<file path="config.mk">
export PLATFORM = sky130hd
export DESIGN_NAME = pam_symbol_serializer
export DESIGN_NICKNAME = d
export VERILOG_FILES = /design/src/rtl/pam_pkg.sv /design/src/rtl/pam_gray_enc.sv /design/src/rtl/pam_symbol_serializer.sv
export SDC_FILE = /design/constraint.sdc
export NUM_CORES = 1
export LEC_CHECK = 0
export ABC_AREA = 1
export CAP_MARGIN = 20
export CORE_MARGIN = 1.5
export CORE_UTILIZATION = 52
export DETAILED_ROUTE_END_ITERATION = 10
export PLACE_DENSITY = 0.76
export SETUP_SLACK_MARGIN = 0.15
export SYNTH_ARGS = -nofsm -noshare
export SYNTH_HDL_FRONTEND = slang
export SYNTH_SLANG_ARGS = --single-unit
</file>
<file path="constraint.sdc">
create_clock -name CLK -period 1.55 [get_ports CLK]
set_input_delay 0.31 -clock CLK [delete_from_list [all_inputs] [get_ports CLK]]
set_output_delay 0.31 -clock CLK [all_outputs]
set_load 0.1 [all_outputs]
</file>
<file path="src/rtl/pam_pkg.sv">
// Shared definitions for the PAM symbol serializer.
//   state_t   : serializer state (IDLE, SHIFT)
//   DEF_WIDTH : default data word width
//   DEF_DEPTH : default number of PAM levels
//   bin2gray  : binary to reflected Gray code conversion
package pam_pkg;

  typedef enum logic {
    IDLE  = 1'b0,
    SHIFT = 1'b1
  } state_t;

  localparam int DEF_WIDTH = 64;
  localparam int DEF_DEPTH = 4;

  function automatic logic [31:0] bin2gray(input logic [31:0] b);
    return b ^ (b >> 1);
  endfunction

endpackage

</file>
<file path="src/rtl/pam_gray_enc.sv">
// Symbol encoder sitting in front of the SEL output register.
// Build option: define PAM_GRAY_EN for Gray-coded symbols (adjacent PAM
// levels differ by one bit); otherwise symbols pass through as binary.
// Ports:
//   sym  : binary symbol taken from the top of the shift register
//   code : encoded symbol (Gray or binary)
module pam_gray_enc
  import pam_pkg::*;
#(
  parameter int SYM_BITS = 2
) (
  input  logic [SYM_BITS-1:0] sym,
  output logic [SYM_BITS-1:0] code
);

`ifdef PAM_GRAY_EN
  assign code = SYM_BITS'(bin2gray(32'(sym)));
`else
  assign code = sym;
`endif

endmodule

</file>
<file path="src/rtl/pam_symbol_serializer.sv">
// Serializes WIDTH-bit words into log2(DEPTH)-bit symbols, MSB first, one
// symbol per clock, to drive the select input of a PAM level mux.
// Holds one active word in a shift register and one prefetched word in a
// buffer so back-to-back words stream with no idle symbol between them.
// Build option: PAM_GRAY_EN selects Gray-coded SEL (see pam_gray_enc).
// Ports:
//   CLK        : clock, rising edge
//   RST        : synchronous active-high reset
//   DATA_IN    : word to serialize
//   DATA_VALID : DATA_IN valid
//   DATA_READY : block can accept a word this cycle (no valid->ready path)
//   SEL        : registered symbol to the mux select
//   SEL_VALID  : SEL carries a data symbol
//   SYM_LAST   : SEL is the last symbol of the current word
module pam_symbol_serializer
  import pam_pkg::*;
#(
  parameter int WIDTH = DEF_WIDTH,
  parameter int DEPTH = DEF_DEPTH
) (
  input  logic                       CLK,
  input  logic                       RST,
  input  logic [WIDTH-1:0]           DATA_IN,
  input  logic                       DATA_VALID,
  output logic                       DATA_READY,
  output logic [$clog2(DEPTH)-1:0]   SEL,
  output logic                       SEL_VALID,
  output logic                       SYM_LAST
);

  localparam int SYM_BITS = $clog2(DEPTH);
  localparam int SYMS     = WIDTH / SYM_BITS;
  localparam int CNT_W    = (SYMS > 1) ? $clog2(SYMS) : 1;

  state_t               state;
  logic [CNT_W-1:0]     cnt;
  logic [WIDTH-1:0]     shreg;
  logic [WIDTH-1:0]     buf_word;
  logic                 buf_full;
  logic [SYM_BITS-1:0]  sym_code;
  logic [SYM_BITS-1:0]  sel_p1;
  logic                 vld_p1;
  logic                 last_p1;
  logic                 accept;
  logic                 at_last;

  assign DATA_READY = !RST && !buf_full;
  assign accept     = DATA_VALID && DATA_READY;
  assign at_last    = (cnt == CNT_W'(SYMS - 1));

  pam_gray_enc #(
    .SYM_BITS (SYM_BITS)
  ) u_enc (
    .sym  (shreg[WIDTH-1 -: SYM_BITS]),
    .code (sym_code)
  );

  // Stage p0 -> p1: symbol selection and output registers
  always_ff @(posedge CLK) begin
    if (RST) begin
      state    <= IDLE;
      cnt      <= '0;
      shreg    <= '0;
      buf_word <= '0;
      buf_full <= 1'b0;
      sel_p1   <= '0;
      vld_p1   <= 1'b0;
      last_p1  <= 1'b0;
    end else begin
      if (state == SHIFT) begin
        sel_p1  <= sym_code;
        vld_p1  <= 1'b1;
        last_p1 <= at_last;
      end else begin
        sel_p1  <= '0;
        vld_p1  <= 1'b0;
        last_p1 <= 1'b0;
      end

      case (state)
        IDLE: begin
          // A buffered word takes priority; with the buffer full no new
          // word can be accepted, so the two branches never collide.
          if (buf_full) begin
            shreg    <= buf_word;
            buf_full <= 1'b0;
            cnt      <= '0;
            state    <= SHIFT;
          end else if (accept) begin
            shreg <= DATA_IN;
            cnt   <= '0;
            state <= SHIFT;
          end
        end
        SHIFT: begin
          if (at_last) begin
            cnt <= '0;
            if (buf_full) begin
              // Reload without a bubble
              shreg    <= buf_word;
              buf_full <= 1'b0;
            end else begin
              shreg <= '0;
              state <= IDLE;
            end
          end else begin
            shreg <= shreg << SYM_BITS;
            cnt   <= cnt + CNT_W'(1);
          end
          // Accept only happens with the buffer empty, so this never
          // overrides a same-edge drain of a held word.
          if (accept) begin
            buf_word <= DATA_IN;
            buf_full <= 1'b1;
          end
        end
        default: state <= IDLE;
      endcase
    end
  end

  assign SEL       = sel_p1;
  assign SEL_VALID = vld_p1;
  assign SYM_LAST  = last_p1;

endmodule

</file>
Word-level counts from Yosys, hierarchy flattened --
Index checks and enable logic that the tools add are counted.
Operators by class: add/sub/neg operators 1, multipliers 0, div/mod/pow operators 0, $lt $le $gt $ge 0, eq/ne operators 3, shift operators 0, mux-type cells 18, bitwise logic cells 1, reductions and logical operators 6
Operator list (number):
- 64-bit two-way mux | 4
- 64-bit case mux with 2 select lines | 1
- 5-bit two-way mux | 3
- 5-bit case mux with 2 select lines | 1
- 1-bit two-way mux | 7
- 5-bit by 1-bit adder with 5-bit output (second input constant) | 1
- 5-bit == test (second input constant) | 1
- 1-bit case mux with 2 select lines | 2
- 3-bit by 1-bit != test with 1-bit output (second input constant) | 1
- 3-bit != test (second input constant) | 1
- 1-bit logical AND | 2
- 1-bit logical NOT | 2
- 2-bit AND reduction | 1
- 2-bit OR reduction | 1
- 1-bit inverter | 1
Storage, ports and cells: register bits after elaboration 139, latch bits 0, memory bits (writable) 0, ROM bits 0, input port bits 67, output and inout bits 5, logic and storage cells 37, memories 0

Depth between registers and ports, before layout --
Gate-level depths: netlist of the first run.
depth in word-level cells 6, depth in mapped cells 13, mapped depth without buffers 10

Cells and area by module --
Synthesis of the first run repeated with hierarchy kept, for this count alone.
Unflattened totals: cells, all modules 1222, area total of the unflattened synthesis 7263.2 µm²
By module, submodules not included:
- pam_symbol_serializer | times used 1, cells an instance 1220, area each 7248.2 µm², sequential area each 2782.7 µm²
- pam_gray_enc | times used 1, cells an instance 2, area each 15.0 µm², sequential area each 0.0 µm²

Worst setup path after synthesis of the first run --
Ideal clock, no wire load.
path type input-to-reg, start point input RST, end point register buf_word[58], setup time 0.119 ns, data arrival time 1.615 ns, data required time 1.431 ns, slack -0.185 ns, cell stages on the path 7, path buffers 3, cell sequence buf_4 -> nor2_4 -> nand3_2 -> buf_4 -> buf_2 -> o21ai_0 -> a21oi_1
Between the ends: longest elaborated chain between the ends 4
Ends and longest elaborated chain:
- start: declaration | RTL line pam_symbol_serializer.sv:22 | input logic RST,
- 1-bit logical NOT | RTL line pam_symbol_serializer.sv:47 | assign DATA_READY = !RST && !buf_full;
- 1-bit logical AND | RTL line pam_symbol_serializer.sv:47
- via DATA_READY | RTL line pam_symbol_serializer.sv:25 | output logic DATA_READY,
- 1-bit logical AND | RTL line pam_symbol_serializer.sv:48 | assign accept = DATA_VALID && DATA_READY;
- 2-bit AND reduction (no source line)
- end signal: assignment | RTL line pam_symbol_serializer.sv:64 | buf_word <= '0;
- end signal: assignment | RTL line pam_symbol_serializer.sv:113 | buf_word <= DATA_IN;
- end: declaration | RTL line pam_symbol_serializer.sv:38 | logic [WIDTH-1:0] buf_word;
The timed path passes the listed nets, and every way through them passes these cells. A chain may end at the register's enable or synchronous reset.

Final worst setup path of the first run --
start point register cnt[0], end point register shreg[22]
Between the ends: longest elaborated chain between the ends 3
Ends and longest elaborated chain:
- start: declaration | RTL line pam_symbol_serializer.sv:36 | logic [CNT_W-1:0] cnt;
- start signal: assignment | RTL line pam_symbol_serializer.sv:108 | cnt <= cnt + CNT_W'(1);
- 5-bit == test | RTL line pam_symbol_serializer.sv:49 | assign at_last = (cnt == CNT_W'(SYMS - 1));
- 64-bit two-way mux | RTL line pam_symbol_serializer.sv:96 | if (at_last) begin
- 64-bit case mux with 2 select lines | RTL line pam_symbol_serializer.sv:80 | case (state)
- end signal: assignment | RTL line pam_symbol_serializer.sv:85 | shreg <= buf_word;
- end signal: assignment | RTL line pam_symbol_serializer.sv:100 | shreg <= buf_word;
- end signal: assignment | RTL line pam_symbol_serializer.sv:107 | shreg <= shreg << SYM_BITS;
- end: declaration | RTL line pam_symbol_serializer.sv:37 | logic [WIDTH-1:0] shreg;
No other way between the ends.

==> metrics, run 1 <==
status complete, but fails checks; failing checks negative setup slack; Ys Warns 0; Final min period 1.760 ns; Synth Area per Inst 6.038 sq um; CTS clk-pin slew, worst paths 0.06 ns; final wirelength 19.31 mm; GRT Total Usage 25.42%; Reg2Reg Setup Slack -0.21 ns; CP peak stage delay 0.35 ns; post-synth top area share 37.80%; Fmax 0.5681 GHz; DRT iter0 DRCs 652; unrepaired setup endpoints after global routing true; Synth area leader dfxtp_1; cts hold-fix bufs 0; worst ir drop on vdd 858.2 uV; Crit. End Element flop; flops & latches, synth 139; root buf cell clkbuf_16; synthesized net count 1289; Pwr per Cell Area 935.4 nW/um^2; pre-CTS WS -0.1898 ns; Final Hold Vio Count 0; clock latency on the worst-skew pair 0.42 ns; Placed Instances 1415; post-layout util 69.60%; IO Count 72; Worst-Margin Slew 0.3312 ns; H-Tree Depth 4; clock sinks 139; Setup Crit Path Kind reg -> reg; Pins Over Slew Limit 0; overall die width 122.0 um; pin count of the biggest net entering global routing 74; worst clock skew 0.004497 ns; RePlAce Congestion 0.7632; Rel. slew slack 77.92%; post-DP HPWL 10.07 mm; Rows 43; critical path cell sequence ha_4 > nand2_4 > nor2_4 > ha_4 > buf_8 > buf_12 > buf_8 > nor2_2 > nor2_1 > nand2_1 > nand2_1 > nand2_2 > a21oi_2; Cells after Synth 1219; post-route design area 9623 sq um; routed vias 7611; Hold Slack 0.4205 ns; Worst EP arrival 2.12 ns; Fillers 1155; Die Ht 122.0 um; DRC viols 0; global-route wire length before repair 30.56 mm; CTS tree done; WL per Instance 13.10 um; clk buf depth 2; NumNets Final 1355; Design Power 9.002 mW; MaxCap Viol Count 0; die area 14880 sq um; P_leak 3.975 nW; core area 13830 sq um; initial antenna violation count 0; Initial Utilization 53.24%; final setup vio count 64; Critical-path top delay cell dfxtp_2; Sum Neg Setup Slack -8.367 ns; Area Overhead vs Synth 30.73%; Critical Path RT 1.91 ns; Non-Filler Instances 1474; Final Cycle Share 113.6%; total gr overflow 0; Antenna Violating Nets Remaining 0; Seq/Total Area, Yosys 37.80%; layout cell share with drive strength beyond 1 12.36%; number of global-route vias before repair 6652; Worst Path Max Fanout 7; Startpoint Class flop; worst min-delay path class in -> reg; port bufs 71; Pre-antenna DRT Iters 5; top cells by area, synth dfxtp_1, nand2_1, a21oi_1; TritonCTS Buffers 17; Post-DP Area 8387 sq um; # diodes 0; Post-Syn Area 7361 sq um; via/cell ratio 5.164; synth unique cells 23; worst setup slack after layout -0.2102 ns
## area by class of cell
| type | instances | area, sq um | share of cell area, % |
|---|---|---|---|
| Inverter | 74 | 285.3 | 2.965 |
| Clock inverter | 2 | 10.01 | 0.1040 |
| Clock buffer | 26 | 519.2 | 5.396 |
| Tap cell | 180 | 225.2 | 2.340 |
| Multi-Input combinational cell | 916 | 4053 | 42.11 |
| Sequential cell | 139 | 2790 | 28.99 |
| Timing Repair Buffer | 137 | 1740 | 18.09 |
## routing by layer
metal	part of all wire, %	GRT usage (%)	vias up
met2	47	41.50	199
li1	-	-	3962
met1	46	32.80	3413
met5	0	0	-
met3	5.4	5.384	37
met4	2.0	10.00	0
## flip-flops by register name, summed over array words and instances, names as in the netlist
signal	count
SYM_LAST	1
buf_full	1
cnt	5
state	1
shreg	64
SEL	2
SEL_VALID	1
buf_word	64
## kinds of logic (layout without fill, tap and decap cells)
kind of cell             after synthesis  count (layout)  share of synthesized area [%]
flip-flops                           139             139                          37.80
adder cells (fa/ha/maj)                3               3                         0.5100
AO/OA/AOI/OAI                        208             208                          14.30
buffers and inverters                164             239                          9.978
AND/OR/NAND/NOR                      705             705                          37.41
## synth_stat cells
library cell  count
a21oi_1         128
buf_1             3
nor2_2            1
nand4_1           1
ha_1              3
or2_2             1
dfxtp_1         139
buf_6             2
buf_4            11
inv_2             4
clkbuf_1         24
nand3_2           1
buf_2            50
o21ai_1           2
nor3_1            2
nor2_4            1
a21oi_4           1
o21ai_0          77
nand2_2           1
nand2_1         495
nand3_1          65
nor2_1          137
inv_1            70
## report_power, final
part	internal (mW)	switching, mW
Sequential	3.79	0.125
Combinational	0.587	0.783
Clock	2.26	1.46
Total	6.63	2.37
## worst paths after layout
| path | from | cells past startpoint | endpoint |
|---|---|---|---|
| hold reg to reg | shreg[63] | 2 | SEL[1] |
| setup / recovery | cnt[0] | 13 | shreg[22] |
| hold / removal | RST | 3 | shreg[22] |
| setup reg to reg | cnt[0] | 13 | shreg[22] |
## cell usage in the layout, fill, tap and decap left out, drive strengths merged
cell,n
nand2,496
dfxtp,139
nor2,139
a21oi,129
o21ai,79
inv,74
buf,67
nand3,66
clkdlybuf4s50,65
clkbuf,31
ha,3
clkinv,2
nor3,2
nand4,1
or2,1
## worst max-delay path: cells and delay by family, from the launching register on
kind | cells | cell delay, ns
buffers and inverters | 3 | 0.38
adders and majority gates | 2 | 0.33
and+or+nand+nor | 7 | 0.52
DFF | 1 | 0.35
AOI/OAI and AO/OA | 1 | 0.12
## what timing repair did
action / in CTS / in global routing
endpoints found under the setup margin: 69 / 77
cloned: 6 / 5
endpoints found under the hold margin: 0 / 0
resized for setup: 24 / 57
pin swaps: 7 / 41
buffers inserted: 8 / 12
Note: power is estimated with default switching activity, not from simulation.
==> inputs of run 2 (changes only) <==
CORE_UTILIZATION = 50   (was 52)
PLACE_DENSITY = 0.73   (was 0.76)
TNS_END_PERCENT = 20   (was unset)
==> metrics, run 2 (same netlist as run 1, synthesis figures left out) <==
failing checks negative setup slack (unchanged); RePlAce Congestion 0.7857 (was 0.7632); cell depth of the worst flop-to-flop path 12 (was 13); global-route wire length before repair 32.37 mm (was 30.56 mm); P_int 6.673 mW (was 6.632 mW); routed vias 7435 (was 7611); crit path capture shreg[13] (was shreg[22]); die area 15460 sq um (was 14880 sq um); final wirelength 18.35 mm (was 19.31 mm); Worst-Margin Slew 0.4692 ns (was 0.3312 ns); Sw Pwr 2.354 mW (was 2.370 mW); post-DP HPWL 10.51 mm (was 10.07 mm); clock share of power 42.2% (was 41.3%); critical path cell sequence ha_4 > nand2_4 > nor2_4 > ha_4 > buf_12 > buf_12 > buf_16 > nand2_1 > nand2_1 > nand2_1 > nand2_1 > a21oi_1 (was ha_4 > nand2_4 > nor2_4 > ha_4 > buf_8 > buf_12 > buf_8 > nor2_2 > nor2_1 > nand2_1 > nand2_1 > nand2_2 > a21oi_2); CTS tree done (unchanged); Final min period 1.668 ns (was 1.760 ns); Rel. slew slack 68.72% (was 77.92%); Crit. End Element flop (unchanged); via/cell ratio 5.061 (was 5.164); Critical R2R Launch cnt[0] (unchanged); Logic pwr share 14.6% (was 15.2%); Critical-path top delay cell dfxtp_2 (unchanged); Initial Utilization 50.84% (was 53.24%); unrepaired setup endpoints after global routing true (unchanged); DRC viols 0 (unchanged); pin count of the biggest net entering global routing 64 (was 74); CTS clk-pin slew, worst paths 0.06 ns (about the same); multi-input logic area 3906 sq um (was 4053 sq um); switching share of power 26.08% (was 26.32%); most common cell after layout, fill and taps aside nand2_1 (unchanged); Setup Crit Path Kind reg -> reg (unchanged); status complete, but fails checks (unchanged); root buf cell clkbuf_16 (unchanged); Largest regs buf_word (64), shreg (64), cnt (5) (unchanged); Pins Over Slew Limit 0 (unchanged); Fmax 0.5996 GHz (was 0.5681 GHz); clock latency on the worst-skew pair 0.42 ns (about the same); Die Ht 124.3 um (was 122.0 um); Reg2Reg Setup Slack -0.12 ns (was -0.21 ns); TritonCTS Buffers 17 (unchanged); overall die width 124.3 um (was 122.0 um); GRT Total Usage 24.91% (was 25.42%); Critical Path RT 1.85 ns (was 1.91 ns); Pre-antenna DRT Iters 7 (was 5); worst setup slack after layout -0.1178 ns (was -0.2102 ns); total gr overflow 0 (unchanged); core area 14480 sq um (was 13830 sq um); Final Hold Vio Count 0 (unchanged); clock sinks 139 (unchanged); Worst Path Max Fanout 14 (was 7); sequential cell area 2789 sq um (was 2790 sq um); Area Overhead vs Synth 25.84% (was 30.73%); clk buf depth 2 (unchanged); H-Tree Depth 4 (unchanged); worst clock skew 0.004917 ns (was 0.004497 ns); pre-CTS WS -0.2742 ns (was -0.1898 ns); CP peak stage delay 0.35 ns (about the same); P_leak 3.846 nW (was 3.975 nW); worst min-delay path class in -> reg (unchanged); Fillers 1358 (was 1155); final setup vio count 62 (was 64); layout cell share with drive strength beyond 1 8.482% (was 12.36%); Antenna Violating Nets Remaining 0 (unchanged); initial antenna violation count 0 (unchanged); Final Cycle Share 107.6% (was 113.6%); IO Count 72 (unchanged); Rows 44 (was 43); Pwr per Cell Area 974.6 nW/um^2 (was 935.4 nW/um^2); DRT iter0 DRCs 498 (was 652); Placed Instances 1424 (was 1415); MaxCap Viol Count 0 (unchanged); Reg2Reg Capture Point shreg[13] (was shreg[22]); crit path from cnt[0] (unchanged); worst ir drop on vdd 800.5 uV (was 858.2 uV); Startpoint Class flop (unchanged); # diodes 0 (unchanged); port bufs 71 (unchanged); commonest cells after routing, fill and taps aside nand2_1, dfxtp_1, nor2_1 (unchanged); number of global-route vias before repair 6961 (was 6652); NumNets Final 1342 (was 1355); cts hold-fix bufs 0 (unchanged); WL per Instance 12.49 um (was 13.10 um); most frequent CP cell nand2_1; Worst EP arrival 1.96 ns (was 2.12 ns); Reg power frac 43.2% (was 43.5%); Non-Filler Instances 1469 (was 1474)
==> run 2: changes by cell type in the layout (fill, tap and decap cells not counted), sizes merged <==
cell	before	now
clkinvlp	0	2
bufinv	0	1
buf	67	59
clkbuf	31	25
clkinv	2	4
==> run 2: critical path, delay by kind of cell, from the launching register on <==
family                   cells  cell delay [ns]
AO/OA/AOI/OAI                1             0.07
buffers and inverters        3             0.38
AND/OR/NAND/NOR              6             0.42
flip-flops                   1             0.35
adder cells (fa/ha/maj)      2             0.33
==> run 2: final cells by class <==
cell class | instances | area share [%]
timing repair buffer | 124 | 16.24
clock buffer | 25 | 5.241
tap | 184 | 2.485
inverter | 74 | 3.053
clock inverter | 7 | 0.7024
multi-input combinational | 916 | 42.17
sequential | 139 | 30.11
==> run 2: how the worst min path moves through the flow <==
stage | cells after the start | to | start | slack, ns
after floorplan | 2 | SEL[0] | shreg[62] | 0.41
after global placement | 2 | SEL[1] | shreg[63] | 0.42
after detailed placement | 2 | SEL[1] | shreg[63] | 0.43
after CTS | 3 | shreg[41] | RST | 0.41
after global routing | 3 | shreg[40] | RST | 0.42
final | 3 | shreg[42] | RST | 0.40
==> run 2: power groups by stage <==
stage | clock (mW) | sequential (mW) | combinational [mW]
after CTS | 3.90 | 3.90 | 1.32
after global routing | 4.07 | 3.92 | 1.50
after detailed placement | 0 | 3.97 | 1.31
final | 3.81 | 3.90 | 1.32
after floorplan | 0 | 3.96 | 0.867
after global placement | 0 | 3.97 | 1.29
==> run 2: routing by layer <==
metal	vias to the layer above	wire length, um	global-route usage, %
met1	3324	8472	31.29
met2	158	8873	42.79
met5	-	0	0
met3	23	711	5.198
li1	3930	-	-
met4	0	290	7.776
==> run 2: through the flow <==
stage	utilization (%)	power (mW)	cell area, sq um	hold WS (ns)	TNS (ns)
after floorplan	-	4.825	7428	0.4089	-10.47
after global placement	57.88	5.258	8381	0.4186	-13.75
after detailed placement	57.88	5.277	8381	0.4285	-18.28
after CTS	63.73	9.113	9228	0.4089	-3.354
after global routing	63.97	9.494	9263	0.4225	-10.88
final	63.97	9.027	9263	0.3973	-4.012
==> run 2: what timing repair did <==
item                       in CTS  in global routing
pin swaps                      10                  7
gates resized for setup        23                  7
setup endpoints to repair      70                 70
setup buffers                   6                  1
cloned                          6                  0
==> inputs of run 3 (changes only) <==
CAP_MARGIN = 25   (was 20)
==> results of run 3 <==
Final layout, timing and power as in run 2 (identical DEF).
